$ cat src/rtl/can_form_pkg.sv
// Shared types for the CAN form-error checker: field codes, FSM states,
// error report payload and the field priority decode.
package can_form_pkg;

  localparam int unsigned FIELD_W       = 3;
  localparam int unsigned POS_W         = 4;
  localparam int unsigned DEF_EOF_LEN   = 7;
  localparam int unsigned DEF_DELIM_LEN = 8;

  typedef enum logic [FIELD_W-1:0] {
    FLD_NONE  = 3'd0,
    FLD_CRC_D = 3'd1,
    FLD_ACK_D = 3'd2,
    FLD_EOF   = 3'd3,
    FLD_ERR_D = 3'd4
  } field_e;

  typedef enum logic [1:0] {
    ST_IDLE  = 2'd0,
    ST_EOF   = 2'd1,
    ST_DELIM = 2'd2
  } state_e;

  typedef struct packed {
    field_e           field;
    logic [POS_W-1:0] pos;
  } err_rpt_t;

  // Highest-priority active-low field flag wins: ACK_D > CRC_D > EOF > ERR_D.
  function automatic field_e select_field(input logic crc_n, input logic ack_n,
                                          input logic eof_n, input logic errd_n);
    if (!ack_n) begin
      return FLD_ACK_D;
    end else if (!crc_n) begin
      return FLD_CRC_D;
    end else if (!eof_n) begin
      return FLD_EOF;
    end else if (!errd_n) begin
      return FLD_ERR_D;
    end
    return FLD_NONE;
  endfunction

endpackage

$ cat src/rtl/form_field_counter.sv
// Strobe-enabled saturating bit counter shared by the EOF and delimiter fields.
module form_field_counter
  import can_form_pkg::*;
(
  input  logic             clk_i,
  input  logic             rst_ni,
  input  logic             en_i,
  input  logic             clr_i,
  input  logic             restart_i,
  input  logic [POS_W-1:0] limit_i,
  output logic [POS_W-1:0] cnt_o
);

  logic [POS_W-1:0] cnt_q;
  logic [POS_W-1:0] cnt_d;

  // Restart loads 1 because the strobe that restarts the field consumes bit 0.
  always_comb begin
    cnt_d = cnt_q;
    if (en_i) begin
      if (clr_i) begin
        cnt_d = '0;
      end else if (restart_i) begin
        cnt_d = POS_W'(1);
      end else if (cnt_q < limit_i) begin
        cnt_d = cnt_q + POS_W'(1);
      end
    end
  end

  always_ff @(posedge clk_i or negedge rst_ni) begin
    if (!rst_ni) begin
      cnt_q <= '0;
    end else begin
      cnt_q <= cnt_d;
    end
  end

  assign cnt_o = cnt_q;

endmodule

$ cat config.mk
export PLATFORM = sky130hd
export DESIGN_NAME = form_field_counter
export DESIGN_NICKNAME = d
export VERILOG_FILES = /design/src/rtl/can_form_pkg.sv /design/src/rtl/form_field_counter.sv
export SDC_FILE = /design/constraint.sdc
export NUM_CORES = 1
export LEC_CHECK = 0
export BUFFER_PORTS_ARGS = -buffer_cell sky130_fd_sc_hd__buf_2
export CAP_MARGIN = 20
export CORE_AREA = 2 2 39 41
export DETAILED_ROUTE_END_ITERATION = 10
export DIE_AREA = 0 0 41 43
export PLACE_DENSITY_LB_ADDON = 0.1
export SLEW_MARGIN = 30
export SYNTH_ARGS = -nofsm -noshare
export SYNTH_HDL_FRONTEND = slang
export SYNTH_SLANG_ARGS = --single-unit
$ cat constraint.sdc
create_clock -name clk_i -period 2.2 [get_ports clk_i]
set_input_delay 0.33 -clock clk_i [delete_from_list [all_inputs] [get_ports clk_i]]
set_output_delay 0.33 -clock clk_i [all_outputs]
set_load 0.005 [all_outputs]
Yosys cells after proc, flatten, opt, wreduce, memory -nomap -nowiden --
Cells that the tools add are included.
Word-level totals: register bits 4, word-level logic and storage cells 8
Cells by class: $add $sub $neg 1, magnitude comparators 1, multiplexer cells 3, reduce and logical (&&, ||, !) cells 2
Operators with widths (count):
- 4-bit 2-to-1 mux | 3
- 4-bit by 1-bit adder with 4-bit output (second input constant) | 1
- 4-bit < comparator | 1
- 3-bit nonzero test | 1
- 2-bit AND reduction | 1

Logic depth before layout (Yosys ltp) --
depth in word-level cells 4, depth in mapped cells 6

Least setup slack after synthesis --
OpenSTA, ideal clock, no wires.
kind register to register, start register cnt_q[1] (netlist: cnt_o[1]), end register cnt_q[3] (netlist: cnt_o[3]), arrival 1559 ps, data required time 2074 ps, setup slack 515 ps, cell stages (with the launch flop) 6, path buffers 0, cell sequence dfrtp_1 -> ha_1 -> o211ai_1 -> o21ai_2 -> or2_0 -> a311o_1
On the way: cells in the longest elaborated chain, start to end 4, elaborated cells on any way between the ends 7, those cells by class add/sub: 1; order compare: 1; mux: 3; reduce/logical: 2
Ends and longest elaborated chain:
- start: declaration | RTL line form_field_counter.sv:14 | logic [POS_W-1:0] cnt_q;
- start signal: assignment | RTL line form_field_counter.sv:35 | cnt_q <= cnt_d;
- 4-bit by 1-bit adder with 4-bit output | RTL line form_field_counter.sv:26 | cnt_d = cnt_q + POS_W'(1);
- 4-bit 2-to-1 mux | RTL line form_field_counter.sv:25 | end else if (cnt_q < limit_i) begin
- 4-bit 2-to-1 mux | RTL line form_field_counter.sv:23 | end else if (restart_i) begin
- 4-bit 2-to-1 mux | RTL line form_field_counter.sv:21 | if (clr_i) begin
Parallel ways exist; a longest one is shown, timed or not. The select of a mux whose other input is x is not followed. A chain may end at the register's enable or synchronous reset.

Worst setup path after layout --
Same ends and word-level chain as after synthesis.

==> out/results.ini <==
[synthesis]
synth_seq_cells = 4
ys_seq_area_share_pct = 30.8
yosysUniqueCellTypes = 23
synth_commonest_cells = 4 x dfrtp_1, 4 x ha_1, 3 x inv_1, 3 x nor2_1
synth_area_leaders = dfrtp_1 31%, ha_1 15%, nor3b_2 3.8%, inv_1 3.5%, nor2_1 3.5%
netlist_instances = 36
yosysTopAreaCell = dfrtp_1
syn_nets = 49
syn_avg_cell_area_um2 = 9.04
synth_top_area_share_pct = 30.8
synth_edf_count = 0
ys.flop_type = dfrtp_1
synth-async-reset-ratio_pct = 100
synth_area_um2 = 325
ys.warnings.count = 0

[layout]
fin_nets = 66
area_growth_pct = 33.5
largest_reg_flops = 4
drive_above_1_share_pct = 37.3
antenna-diode-count = 0

[global_route]
overflow = 0
grt_pass1_wl_um = 1300
grt_use_total_pct = 11.2
grt_max_degree = 10
antenna_found_initial = 0
grt_pass1_vias = 330

[placed_design]
io_buffers = 12
dp_hpwl_um = 651
pre_cts_slack_ns = 0.413
place_congestion = 0.669

[worst_setup_path]
end_kind = flip-flop
crit_required_ns = 2.31
critPathLaunchType = flip-flop
reg2reg_to = cnt_o[3]
cpMaxStageDelayCell = dfrtp_1
arrival_ns = 1.89
path_cells = ha_1 > o211ai_1 > o21ai_2 > or2_0 > a311o_1
cp_slowest_stage_delay_ns = 0.42
rrSetupSlack_ns = 0.42
rr_worst_depth = 5
timing.rr.start = cnt_o[1]
critPathKind = flip-flop to flip-flop
cp_max_fo = 5

[run_status]
status = complete, no violations

[cts]
clock_latency_ns = 0.23
cts_made_buffers = 3
clockBufferDepth = 2
holdBufCountCts = 1
htree_levels = 1
root_buffer = clkbuf_4
post-cts-setup-buffers = 0
cts_num_sinks = 4
post_cts_resized = 0
clk_pin_slew_ns = 0.04
cts_tree = built

[flow_run]
max_cap_viol_count = 0

[worst_hold_path]
hold_class = input port to flip-flop
hold_end = cnt_o[0]
hold_path.startpoint = clr_i
whs_path_depth = 3

[die]
die_height_um = 43
io_pins = 13
dieArea_um2 = 1760
die_w_um = 41
placementRows = 14
coreArea_um2 = 1380
start_util_pct = 23.5

[timing]
worstMarginPinSlew_ns = 0.246
fin_crit_ns = 1.78
period_share_pct = 80.8
setup_viol = 0
slew_headroom_pct = 83.5
clock_skew_ns = 0.00270
fin_setup_tns_ns = 0
hold_violations = 0
worst_slack_ns = 0.423
rsz0062_at_grt = false
fmax_mhz = 563
slew_violations = 0

[routing]
drc = 0
drtIter0Drc = 9
wire_per_inst_um = 11.5
vias = 329
wirelength_um = 770
drt-pass1-iter-count = 2
via_per_inst = 4.91
ant_nets = 0

[pwr]
ir_worst_vdd_mv = 0.426
leakage_uw = 0.000219
power-per-cell-area_nw_per_um2 = 525

## layer usage
| layer | global-route usage [%] | wire length, um | vias up |
|---|---|---|---|
| met5 | 0 | 0 | - |
| li1 | - | - | 168 |
| met2 | 16.6 | 369 | 12 |
| met3 | 6.28 | 52 | 0 |
| met1 | 12.9 | 347 | 149 |
| met4 | 4.00 | 0 | 0 |
## critical path, delay by kind of cell (launching register included)
family,cells,cell delay [ns]
adder cells (fa/ha/maj),1,0.29
AO/OA/AOI/OAI,3,0.73
flip-flops,1,0.42
AND/OR/NAND/NOR,1,0.23
## metrics by stage
| stage | power (uW) | instances | hold WS [ns] | instance area (um2) | util (%) |
|---|---|---|---|---|---|
| after floorplan | 117 | 36 | 0.0344 | 325 | - |
| after global placement | 138 | 63 | 0.136 | 402 | 29.0 |
| after detailed placement | 139 | 63 | 0.138 | 402 | 29.0 |
| after CTS | 234 | 67 | 0.409 | 434 | 31.4 |
| after global routing | 250 | 67 | 0.427 | 434 | 31.4 |
| final | 228 | 67 | 0.412 | 434 | 31.4 |
## cell type report
class / count / area [um2]
well taps: 16 / 20.0
clock buffers: 3 / 22.5
repair buffers: 13 / 70.1
fillers: 156 / 950
multi-input cells: 28 / 210
flip-flops and latches: 4 / 100
inverters: 3 / 11.3
## layout by cell type (no fill, tap or decap)
cell | netlist | layout
o31ai_1 | 1 | 1
a31oi_1 | 1 | 1
ha_1 | 4 | 4
o211ai_1 | 1 | 1
o21ai_0 | 1 | 1
a311o_1 | 1 | 1
nand2_1 | 2 | 2
nor2b_1 | 1 | 1
dfrtp_1 | 4 | 4
nor2_1 | 3 | 3
a31o_2 | 1 | 1
o21a_1 | 1 | 1
nor3b_2 | 1 | 1
a21oi_1 | 2 | 2
clkbuf_4 | 0 | 3
or2_0 | 1 | 1
o21ai_2 | 1 | 1
o311a_2 | 1 | 1
nor4_1 | 1 | 1
dlygate4sd3_1 | 0 | 1
inv_1 | 3 | 3
nand3_1 | 2 | 2
o2bb2ai_1 | 1 | 1
nand4b_1 | 1 | 1
buf_2 | 0 | 12
## how the worst max path moves through the flow
stage | to | from | slack (ns)
floorplan | cnt_o[3] | cnt_o[1] | 0.51
global route | cnt_o[3] | cnt_o[1] | 0.33
detailed placement | cnt_o[3] | limit_i[1] | 0.41
finish | cnt_o[3] | cnt_o[1] | 0.42
global placement | cnt_o[3] | limit_i[1] | 0.45
CTS | cnt_o[3] | cnt_o[1] | 0.41
## power by group
group / switching (uW) / total (uW) / internal [uW]
Sequential: 9.45 / 88.6 / 79.1
Combinational: 24.3 / 49.6 / 25.3
Clock: 28.7 / 89.7 / 60.9
## logic make-up after synthesis
logic type,share of synthesized area [%]
buf+inv,4.61
flops,30.8
compound gates,28.1
simple gates,21.2
fa+ha+maj,15.4
(Power assumes the default switching activity.)
